`config.mk`:
```
export PLATFORM = sky130hd
export DESIGN_NAME = multicycle_control_flat
export DESIGN_NICKNAME = d
export VERILOG_FILES = /design/src/rtl/multicycle_control_if.sv /design/src/rtl/multicycle_control.sv /design/src/flat_wrapper.sv
export SDC_FILE = /design/constraint.sdc
export NUM_CORES = 1
export LEC_CHECK = 0
export BUFFER_PORTS_ARGS = -buffer_cell sky130_fd_sc_hd__buf_2
export CAP_MARGIN = 10
export CORE_MARGIN = 2
export CORE_UTILIZATION = 45
export CTS_CLUSTER_SIZE = 8
export DETAILED_ROUTE_END_ITERATION = 16
export GPL_ROUTABILITY_DRIVEN = 1
export GPL_TIMING_DRIVEN = 0
export HOLD_SLACK_MARGIN = 0.15
export MAX_ROUTING_LAYER = met4
export PLACE_DENSITY = 0.73
export SLEW_MARGIN = 30
export SYNTH_ARGS = -nofsm -noshare
export SYNTH_HDL_FRONTEND = slang
export SYNTH_SLANG_ARGS = --single-unit
```
`constraint.sdc`:
```
create_clock -name clock -period 5.5 [get_ports clock]
set_clock_uncertainty 0.2 [all_clocks]
set_input_delay 0.825 -clock clock [delete_from_list [all_inputs] [get_ports clock]]
set_output_delay 0.825 -clock clock [all_outputs]
set_load 0.01 [all_outputs]
```
`src/rtl/multicycle_control_if.sv`:
```
// Control/datapath bundle for the multicycle controller: instruction fields and
// flags in, datapath strobes and status out.
interface multicycle_control_if;
  logic [6:0]  opcode;
  logic [2:0]  funct3;
  logic [6:0]  funct7;
  logic        zero;
  logic        mem_ready;
  logic        pc_write;
  logic        ir_write;
  logic        reg_write;
  logic        mem_read;
  logic        mem_write;
  logic        iord;
  logic        alu_src_a;
  logic [1:0]  alu_src_b;
  logic [1:0]  alu_op;
  logic        mem_to_reg;
  logic        pc_src;
  logic [3:0]  state;
  logic        illegal;
  logic [15:0] instr_count;

  modport master (
    input  opcode, funct3, funct7, zero, mem_ready,
    output pc_write, ir_write, reg_write, mem_read, mem_write, iord,
           alu_src_a, alu_src_b, alu_op, mem_to_reg, pc_src, state,
           illegal, instr_count
  );

  modport slave (
    output opcode, funct3, funct7, zero, mem_ready,
    input  pc_write, ir_write, reg_write, mem_read, mem_write, iord,
           alu_src_a, alu_src_b, alu_op, mem_to_reg, pc_src, state,
           illegal, instr_count
  );
endinterface

```
`src/rtl/multicycle_control.sv`:
```
// Multicycle RISC-V subset controller: Moore-style FSM sequencing fetch, decode,
// execute, memory and writeback, with a retired-instruction counter.
module multicycle_control (
  input  logic                  clock,
  input  logic                  reset,
  multicycle_control_if.master  bus
);

  typedef enum logic [3:0] {
    IDLE     = 4'd0,
    FETCH    = 4'd1,
    DECODE   = 4'd2,
    EXEC_R   = 4'd3,
    EXEC_I   = 4'd4,
    MEM_ADDR = 4'd5,
    MEM_RD   = 4'd6,
    MEM_WR   = 4'd7,
    WB_MEM   = 4'd8,
    WB_ALU   = 4'd9,
    BRANCH   = 4'd10,
    ILLEGAL  = 4'd11
  } state_t;

  state_t      state_q;
  state_t      state_d;
  state_t      decoded;
  logic        retire;
  logic [15:0] count;

  always_ff @(posedge clock) begin
    if (reset) state_q <= IDLE;
    else       state_q <= state_d;
  end

  always_ff @(posedge clock) begin
    if (reset)       count <= '0;
    else if (retire) count <= count + 16'd1;
  end

  always_comb begin
    decoded = ILLEGAL;
    if ((bus.opcode == 7'b0000011 || bus.opcode == 7'b0100011) && bus.funct3 == 3'b000)
      decoded = MEM_ADDR;
    else if (bus.opcode == 7'b0110011 && bus.funct7 == 7'b0000000 &&
             (bus.funct3 == 3'b000 || bus.funct3 == 3'b111 || bus.funct3 == 3'b001))
      decoded = EXEC_R;
    else if (bus.opcode == 7'b0010011 && bus.funct3 == 3'b110)
      decoded = EXEC_I;
    else if (bus.opcode == 7'b1100011 && bus.funct3 == 3'b001)
      decoded = BRANCH;
  end

  always_comb begin
    state_d        = state_q;
    retire         = 1'b0;
    bus.pc_write   = 1'b0;
    bus.ir_write   = 1'b0;
    bus.reg_write  = 1'b0;
    bus.mem_read   = 1'b0;
    bus.mem_write  = 1'b0;
    bus.iord       = 1'b0;
    bus.alu_src_a  = 1'b0;
    bus.alu_src_b  = 2'b00;
    bus.alu_op     = 2'b00;
    bus.mem_to_reg = 1'b0;
    bus.pc_src     = 1'b0;
    bus.illegal    = 1'b0;
    unique case (state_q)
      IDLE: state_d = FETCH;
      FETCH: begin
        bus.mem_read  = 1'b1;
        bus.alu_src_b = 2'b01;
        bus.pc_write  = bus.mem_ready;
        bus.ir_write  = bus.mem_ready;
        if (bus.mem_ready) state_d = DECODE;
      end
      DECODE: begin
        // ALU computes PC + imm here so the branch target is ready in ALUOut
        bus.alu_src_b = 2'b10;
        state_d       = decoded;
      end
      EXEC_R: begin
        bus.alu_src_a = 1'b1;
        bus.alu_op    = 2'b10;
        state_d       = WB_ALU;
      end
      EXEC_I: begin
        bus.alu_src_a = 1'b1;
        bus.alu_src_b = 2'b10;
        bus.alu_op    = 2'b10;
        state_d       = WB_ALU;
      end
      MEM_ADDR: begin
        bus.alu_src_a = 1'b1;
        bus.alu_src_b = 2'b10;
        state_d       = (bus.opcode == 7'b0000011) ? MEM_RD : MEM_WR;
      end
      MEM_RD: begin
        bus.mem_read = 1'b1;
        bus.iord     = 1'b1;
        if (bus.mem_ready) state_d = WB_MEM;
      end
      MEM_WR: begin
        bus.mem_write = 1'b1;
        bus.iord      = 1'b1;
        if (bus.mem_ready) begin
          state_d = FETCH;
          retire  = 1'b1;
        end
      end
      WB_MEM: begin
        bus.reg_write  = 1'b1;
        bus.mem_to_reg = 1'b1;
        state_d        = FETCH;
        retire         = 1'b1;
      end
      WB_ALU: begin
        bus.reg_write = 1'b1;
        state_d       = FETCH;
        retire        = 1'b1;
      end
      BRANCH: begin
        bus.alu_src_a = 1'b1;
        bus.alu_op    = 2'b01;
        bus.pc_src    = 1'b1;
        bus.pc_write  = ~bus.zero;
        state_d       = FETCH;
        retire        = 1'b1;
      end
      ILLEGAL: bus.illegal = 1'b1;
      default: state_d = IDLE;
    endcase
  end

  assign bus.state       = state_q;
  assign bus.instr_count = count;

endmodule

```
`src/flat_wrapper.sv`:
```
// flat-port wrapper written by rule: the top's interface ports become plain ports
module multicycle_control_flat 
  (clock, reset, bus_opcode, bus_funct3, bus_funct7, bus_zero, bus_mem_ready, bus_pc_write, bus_ir_write, bus_reg_write, bus_mem_read, bus_mem_write, bus_iord, bus_alu_src_a, bus_alu_src_b, bus_alu_op, bus_mem_to_reg, bus_pc_src, bus_state, bus_illegal, bus_instr_count);
  multicycle_control_if bus_i ();
  input  logic clock;
  input  logic reset;
  input wire logic [$bits(bus_i.opcode)-1:0] bus_opcode;
  input wire logic [$bits(bus_i.funct3)-1:0] bus_funct3;
  input wire logic [$bits(bus_i.funct7)-1:0] bus_funct7;
  input wire logic [$bits(bus_i.zero)-1:0] bus_zero;
  input wire logic [$bits(bus_i.mem_ready)-1:0] bus_mem_ready;
  output wire logic [$bits(bus_i.pc_write)-1:0] bus_pc_write;
  output wire logic [$bits(bus_i.ir_write)-1:0] bus_ir_write;
  output wire logic [$bits(bus_i.reg_write)-1:0] bus_reg_write;
  output wire logic [$bits(bus_i.mem_read)-1:0] bus_mem_read;
  output wire logic [$bits(bus_i.mem_write)-1:0] bus_mem_write;
  output wire logic [$bits(bus_i.iord)-1:0] bus_iord;
  output wire logic [$bits(bus_i.alu_src_a)-1:0] bus_alu_src_a;
  output wire logic [$bits(bus_i.alu_src_b)-1:0] bus_alu_src_b;
  output wire logic [$bits(bus_i.alu_op)-1:0] bus_alu_op;
  output wire logic [$bits(bus_i.mem_to_reg)-1:0] bus_mem_to_reg;
  output wire logic [$bits(bus_i.pc_src)-1:0] bus_pc_src;
  output wire logic [$bits(bus_i.state)-1:0] bus_state;
  output wire logic [$bits(bus_i.illegal)-1:0] bus_illegal;
  output wire logic [$bits(bus_i.instr_count)-1:0] bus_instr_count;
  assign bus_i.opcode = bus_opcode;
  assign bus_i.funct3 = bus_funct3;
  assign bus_i.funct7 = bus_funct7;
  assign bus_i.zero = bus_zero;
  assign bus_i.mem_ready = bus_mem_ready;
  assign bus_pc_write = bus_i.pc_write;
  assign bus_ir_write = bus_i.ir_write;
  assign bus_reg_write = bus_i.reg_write;
  assign bus_mem_read = bus_i.mem_read;
  assign bus_mem_write = bus_i.mem_write;
  assign bus_iord = bus_i.iord;
  assign bus_alu_src_a = bus_i.alu_src_a;
  assign bus_alu_src_b = bus_i.alu_src_b;
  assign bus_alu_op = bus_i.alu_op;
  assign bus_mem_to_reg = bus_i.mem_to_reg;
  assign bus_pc_src = bus_i.pc_src;
  assign bus_state = bus_i.state;
  assign bus_illegal = bus_i.illegal;
  assign bus_instr_count = bus_i.instr_count;
  multicycle_control u_core (.clock(clock), .reset(reset), .bus(bus_i));
endmodule
```
==> flow_metrics.py, run 1 <==
metrics = {
    "setup_path": {
        "cpLargestDelayFamily": "simple AND/OR/NAND/NOR gates",
        "critPathKind": "flip-flop to output pin",
        "crit_slowest_cell": "nor4b_1",
        "cp_num_buf_inv": 2,
        "cp_data_required_time_ns": 4.47,
        "critPathMaxStageDelay_ns": 0.49,
        "path_cells": "clkbuf_1 -> nor4b_1 -> and2_1 -> o21bai_1 -> buf_2",
        "end_kind": "output pin",
        "critPathArrivalTime_ns": 1.82,
        "cp_max_fo": 10,
        "cp-start-kind": "flip-flop",
    },
    "detailed_routing": {
        "post_drt_wl_per_cell_um": 12.89,
        "remaining_drc_errors": 0,
        "vias": 1480,
        "ant_nets": 0,
        "drtIter0Drc": 130,
        "firstDrtPassIters": 5,
        "wl_mm": 3.402,
        "viasPerCell": 5.606,
    },
    "cells_and_area": {
        "diodes": 0,
        "final_nets": 254,
        "drive_above_1_share_pct": 32.90,
        "fin_area_um2": 1738,
        "fillers": 286,
        "area_growth_pct": 26.50,
    },
    "yosys": {
        "synth_area_leaders": "dfxtp_1 29%, a21oi_1 6.2%, nor2_1 4.6%",
        "yosysSeqAreaShare_pct": 29.14,
        "ys_seq_elements": 20,
        "async_reset_ff_share_pct": 0,
        "netlist_area_um2": 1374,
        "yosysTopAreaCell": "dfxtp_1",
        "post-synth-top-area-fraction_pct": 29.14,
        "avgSynthCellArea_um2": 7.941,
        "synth_nets": 195,
        "synth_edf_count": 0,
        "yosys_warnings": 0,
        "synthFlopType": "dfxtp_1",
        "postSynthCellCount": 173,
        "synth.distinct_cells": 48,
    },
    "power": {
        "p_per_area_nw_per_um2": 296.3,
        "switching_share_pct": 37.38,
        "p_int_w": 0.0003224,
        "comb_power_share_pct": 43.3,
        "clkPwrFrac_pct": 23.3,
        "seq_power_share_pct": 33.4,
        "ir_drop_uv": 193.6,
        "leakage_nw": 0.7762,
        "switchingPower_w": 0.0001925,
    },
    "sta": {
        "fin_crit_ns": 2.848,
        "fmaxAchievable_mhz": 351.1,
        "tightest_slew_ns": 0.5092,
        "hold_viol": 0,
        "setup_viol": 0,
        "tns_ns": 0,
        "rsz0062_at_grt": "false",
        "finalCritPeriodShare_pct": 51.78,
        "maxSlewViolCount": 0,
        "timing.hold.ws_ns": 0.3129,
        "relSlewSlack_pct": 65.58,
    },
    "place": {
        "place.gp.congestion": 0.8491,
        "port_buffers": 54,
        "dpl_cell_area_um2": 1685,
        "place_hpwl_mm": 2.505,
    },
    "clock_tree": {
        "cts_sinks": 20,
        "htreeDepth": 1,
        "cts_hold_buf": 0,
        "root_buffer": "clkbuf_4",
        "cts_tree": "done",
        "cts_setup_buffers": 0,
        "path_clk_slew_ns": 0.13,
        "clk_path_buf_depth": 2,
        "cts_made_buffers": 3,
        "cts_resized": 0,
        "clkLatencyLatePin_ns": 0.31,
    },
    "floorplan": {
        "io_pins": 55,
        "die_x_um": 59.26,
        "core_um2": 2978,
        "die_y_um": 59.26,
        "rows": 20,
        "die_area_um2": 3511,
        "start_util_pct": 46.13,
    },
    "global_route": {
        "grt_pass1_wl_mm": 5.388,
        "grt_pass1_vias": 1230,
        "grt_max_degree": 13,
        "grtUsageTotal_pct": 19.86,
        "grt_antenna_before_repair": 0,
        "grt_remaining_overflow": 0,
    },
    "outcome": {
        "run_status": "completed",
    },
    "worst_hold_path": {
        "hold_class": "flip-flop to flip-flop",
    },
    "flow_run": {
        "drv_cap": 0,
    },
}
sequential cells by signal, indices dropped and copies added (netlist names):
register	flops
u_core.bus.instr_count	16
u_core.bus.state	4
metrics by stage:
stage | cells | worst slack [ns] | power, W | util (%)
after detailed placement | 260 | 3.041 | 0.0003951 | 56.60
after floorplan | 173 | 2.916 | 0.0003241 | -
final | 264 | 2.652 | 0.0005149 | 58.36
after global routing | 264 | 2.616 | 0.0005471 | 58.36
after global placement | 260 | 3.025 | 0.0003941 | 56.60
after CTS | 264 | 2.697 | 0.0005158 | 58.36
path summary, 6_finish.rpt:
check                                                start                         end  slack (ns)  cells past startpoint
worst min-delay path            u_core.bus.instr_count[10]  u_core.bus.instr_count[10]        0.31                      2
worst min register to register  u_core.bus.instr_count[10]  u_core.bus.instr_count[10]        0.31                      2
worst max register to register         u_core.bus.state[3]  u_core.bus.instr_count[14]        3.34                      5
worst max-delay path                   u_core.bus.state[2]                bus_pc_write        2.65                      5
cell usage after synthesis (all sizes together), types with 2 or more instances:
library cell	instances
clkbuf	6
or2	4
or4	6
and3	3
o21ai	11
mux2	5
nor4	2
and2	2
nand3	8
inv	5
nor4b	3
nor3	5
nand2b	5
nand2	5
nor2b	8
o31ai	7
a21oi	17
buf	4
nand3b	4
dfxtp	20
or3	6
nor2	17
nand4	2
power groups by stage:
stage | Combinational, W | Sequential, W | Clock [W]
finish | 0.000223 | 0.000172 | 0.000120
floorplan | 0.000148 | 0.000176 | 0
global route | 0.000247 | 0.000174 | 0.000127
detailed placement | 0.000220 | 0.000175 | 0
global placement | 0.000220 | 0.000174 | 0
CTS | 0.000221 | 0.000172 | 0.000123
placed cells by master (no fill, tap or decap), drive strengths merged, types with 2 or more instances in the layout:
cell    count
a21oi      17
and2        2
and3        3
buf        58
clkbuf      9
dfxtp      20
inv         5
mux2        5
nand2       5
nand2b      5
nand3       8
nand3b      4
nand4       2
nor2       17
nor2b       8
nor3        5
nor4        2
nor4b       3
o21ai      11
o31ai       7
or2         4
or3         6
or4         6
cell families (layout without fill, tap and decap cells):
kind of cell / count (synthesis) / after routing / share of synthesized area (%)
AO/OA/AOI/OAI: 46 / 46 / 21.95
flip-flops: 20 / 20 / 29.14
buffers and inverters: 15 / 73 / 5.100
adder cells (fa/ha/maj): 1 / 1 / 0.9106
XOR/XNOR: 1 / 1 / 0.6376
multiplexers: 6 / 6 / 4.827
AND/OR/NAND/NOR: 84 / 84 / 37.43
worst min-delay path, cell delays in order, from the launching register on:
cell	delay [ns]
dfxtp_1	0.35
o31ai_1	0.07
a21oi_1	0.06
layer usage:
metal / track usage, % / vias to the layer above / share of wire [%]
li1: - / 763 / -
met1: 26.91 / 672 / 49
met2: 30.93 / 43 / 46
met3: 3.930 / 2 / 4.5
met4: 3.571 / 0 / 0.26
met5: - / - / 0
layout make-up:
class                   count  area [um^2]  area share [%]
multi-input cells         138        903.4           51.98
clock buffers               3        22.52           1.296
plain buffers              10        51.30           2.952
inverters                   5        18.77           1.080
flip-flops and latches     20        400.4           23.04
repair buffers             54        270.3           15.55
well taps                  33        41.29           2.376
clock inverters             1        30.03           1.728
No activity file was read; power rests on OpenSTA's default activity.
==> inputs of run 2 (changes only) <==
ABC_AREA = 1   (was not set)
CORE_UTILIZATION = 43   (was 45)
clock period = 2.29 ns   (was 5.5 ns; I/O delays follow)
==> run 2 against run 1 <==
Net effect: non-clock buffer count down 7; critical path type unchanged; synthesized area down 0.27%; wire length down 3.9%; clock power up 73%; flip-flop and latch count unchanged.
==> flow_metrics.py, run 2 <==
metrics = {
    "outcome": {
        "run_status": "completed",
    },
    "power": {
        "leakage_nw": 0.8571,
        "total_power_w": 0.001232,
        "ir_drop_uv": 373.6,
        "p_per_area_nw_per_um2": 711.9,
    },
    "clock_tree": {
        "path_clk_slew_ns": 0.11,
        "clk_path_buf_depth": 2,
        "htreeDepth": 1,
        "cts_made_buffers": 3,
        "clkLatencyLatePin_ns": 0.30,
        "cts_hold_buf": 0,
        "cts_tree": "done",
        "cts_sinks": 20,
        "root_buffer": "clkbuf_4",
    },
    "cells_and_area": {
        "final_common_cell": "buf_2",
        "drive_above_1_share_pct": 27.46,
        "area_growth_pct": 26.30,
        "largest_reg_flops": 16,
        "final_cell_mix": "54 x buf_2, 52 x nand2_1, 35 x inv_1",
        "final_nets": 307,
        "diodes": 0,
        "fillers": 342,
    },
    "setup_path": {
        "cp_max_fo": 5,
        "cpLargestDelayFamily": "flip-flops",
        "end_kind": "output pin",
        "critPathMaxStageDelay_ns": 0.42,
        "crit_slowest_cell": "dfxtp_1",
        "critPathKind": "flip-flop to output pin",
        "reg2reg_from": "u_core.bus.instr_count[0]",
        "cp-start-kind": "flip-flop",
        "critPathArrivalTime_ns": 1.57,
        "crit_top_cell": "nand2_1",
        "cp_num_buf_inv": 2,
        "path_cells": "nand2_1 -> inv_1 -> nand2_1 -> a21oi_1 -> nand3b_1 -> buf_2",
        "reg2regPathDepth": 8,
        "r2r_end": "u_core.bus.instr_count[12]",
        "cp_data_required_time_ns": 1.75,
        "reg2reg_slack_ns": 0.44,
    },
    "yosys": {
        "netlist_area_um2": 1370,
        "async_reset_ff_share_pct": 0,
        "postSynthCellCount": 227,
        "avgSynthCellArea_um2": 6.036,
        "synth.cells.most_frequent": "52 x nand2_1, 35 x inv_1, 33 x nor2_1",
        "ys_seq_elements": 20,
        "post-synth-top-area-fraction_pct": 29.22,
        "synth_area_leaders": "dfxtp_1 29%, nand2_1 14%, inv_1 9.6%",
        "yosysSeqAreaShare_pct": 29.22,
        "yosysTopAreaCell": "dfxtp_1",
        "synth_nets": 249,
        "synthFlopType": "dfxtp_1",
        "yosys_warnings": 0,
        "synth_edf_count": 0,
        "synth.most_common_cell": "nand2_1",
        "synth.distinct_cells": 27,
    },
    "detailed_routing": {
        "remaining_drc_errors": 0,
        "drtIter0Drc": 40,
        "viasPerCell": 4.723,
        "post_drt_wl_per_cell_um": 9.970,
        "vias": 1549,
        "wl_mm": 3.270,
        "ant_nets": 0,
        "firstDrtPassIters": 4,
    },
    "flow_run": {
        "drv_cap": 0,
    },
    "sta": {
        "timing.hold.ws_ns": 0.2234,
        "fmaxAchievable_mhz": 474.2,
        "hold_viol": 0,
        "setup_viol": 0,
        "rsz0062_at_grt": "false",
        "tns_ns": 0,
        "relSlewSlack_pct": 72.07,
        "maxSlewViolCount": 0,
        "tightest_slew_ns": 0.4189,
        "fin_crit_ns": 2.109,
        "finalCritPeriodShare_pct": 92.08,
    },
    "worst_hold_path": {
        "hold_class": "primary input to flip-flop",
        "hold_end": "u_core.bus.state[3]",
        "worstHoldStart": "reset",
        "whs_path_depth": 2,
    },
    "floorplan": {
        "rows": 20,
        "die_area_um2": 3654,
        "die_y_um": 60.45,
        "core_um2": 3053,
        "io_pins": 55,
        "start_util_pct": 44.88,
        "die_x_um": 60.45,
    },
    "global_route": {
        "grt_remaining_overflow": 0,
        "grt_max_degree": 12,
        "grt_pass1_wl_mm": 5.733,
        "grt_pass1_vias": 1398,
        "grtUsageTotal_pct": 20.64,
        "grt_antenna_before_repair": 0,
    },
    "place": {
        "place_hpwl_mm": 2.630,
        "place.gp.congestion": 0.8670,
        "port_buffers": 53,
    },
}
[run 2: through the flow]
step           utilization (%)  worst slack (ns)  instances  area [um^2]
5_1_grt                  56.68           0.03902        328         1730
6_report                 56.68            0.1813        328         1730
3_3_place_gp             55.37            0.3935        324         1690
3_5_place_dp             55.37            0.3962        324         1690
4_1_cts                  56.56           0.04478        328         1727
2_1_floorplan                -            0.3927        227         1370
[run 2: how the worst max path moves through the flow]
stage / from / slack [ns] / cells after the start / to
after CTS: u_core.bus.state[1] / 0.04 / 7 / bus_pc_write
after global placement: u_core.bus.state[1] / 0.39 / 7 / bus_pc_write
after detailed placement: u_core.bus.state[1] / 0.40 / 7 / bus_pc_write
after global routing: u_core.bus.state[2] / 0.04 / 6 / bus_alu_src_a
final: u_core.bus.state[2] / 0.18 / 6 / bus_alu_src_a
after floorplan: u_core.bus.state[1] / 0.39 / 6 / bus_pc_write
[run 2: repair_timing]
action / CTS / global route
resized for setup: 0 / 2
endpoints found under the hold margin: 0 / 0
buffers inserted: 0 / 0
setup endpoints to repair: 0 / 3
[run 2: worst register-to-register path, cell delays in order, from the launching register on]
cell	delay, ns
dfxtp_1	0.41
ha_1	0.21
nand3_1	0.08
nor2_1	0.26
nand2_1	0.17
nor2_1	0.16
nand3_1	0.11
nor2_1	0.11
nor2_1	0.05
[run 2: metal layers]
metal  track usage, %  up-vias  wire length [um]
met3            4.478        2               183
met4            2.795        0                13
met2            34.01       36              1396
met5                -        -                 0
li1                 -      829                 -
met1            26.79      682              1676
[run 2: layout make-up]
cell class | count | area [um^2] | share of cell area (%)
tap | 44 | 55.05 | 3.181
buffer | 4 | 31.28 | 1.808
timing repair buffer | 53 | 265.3 | 15.33
multi-input combinational | 165 | 798.3 | 46.13
sequential | 20 | 401.6 | 23.21
inverter | 38 | 142.6 | 8.243
clock buffer | 4 | 36.28 | 2.097
[run 2: power breakdown]
group	switching, W	internal [W]	total, W
logic	0.000363	0.000223	0.000586
clock network	0.000111	0.0000971	0.000208
registers	0.0000506	0.000387	0.000437
[run 2: cell families (layout without fill, tap and decap cells)]
kind of cell               count (synthesis)  after routing  synth area share [%]
DFF                                       20             20                 29.22
AOI/OAI and AO/OA                         32             32                 12.24
xor gates and xnor gates                   3              3                 1.918
buffers and inverters                     42             99                 12.69
adders and majority gates                  1              1                0.9131
and+or+nand+nor                          129            129                 43.01
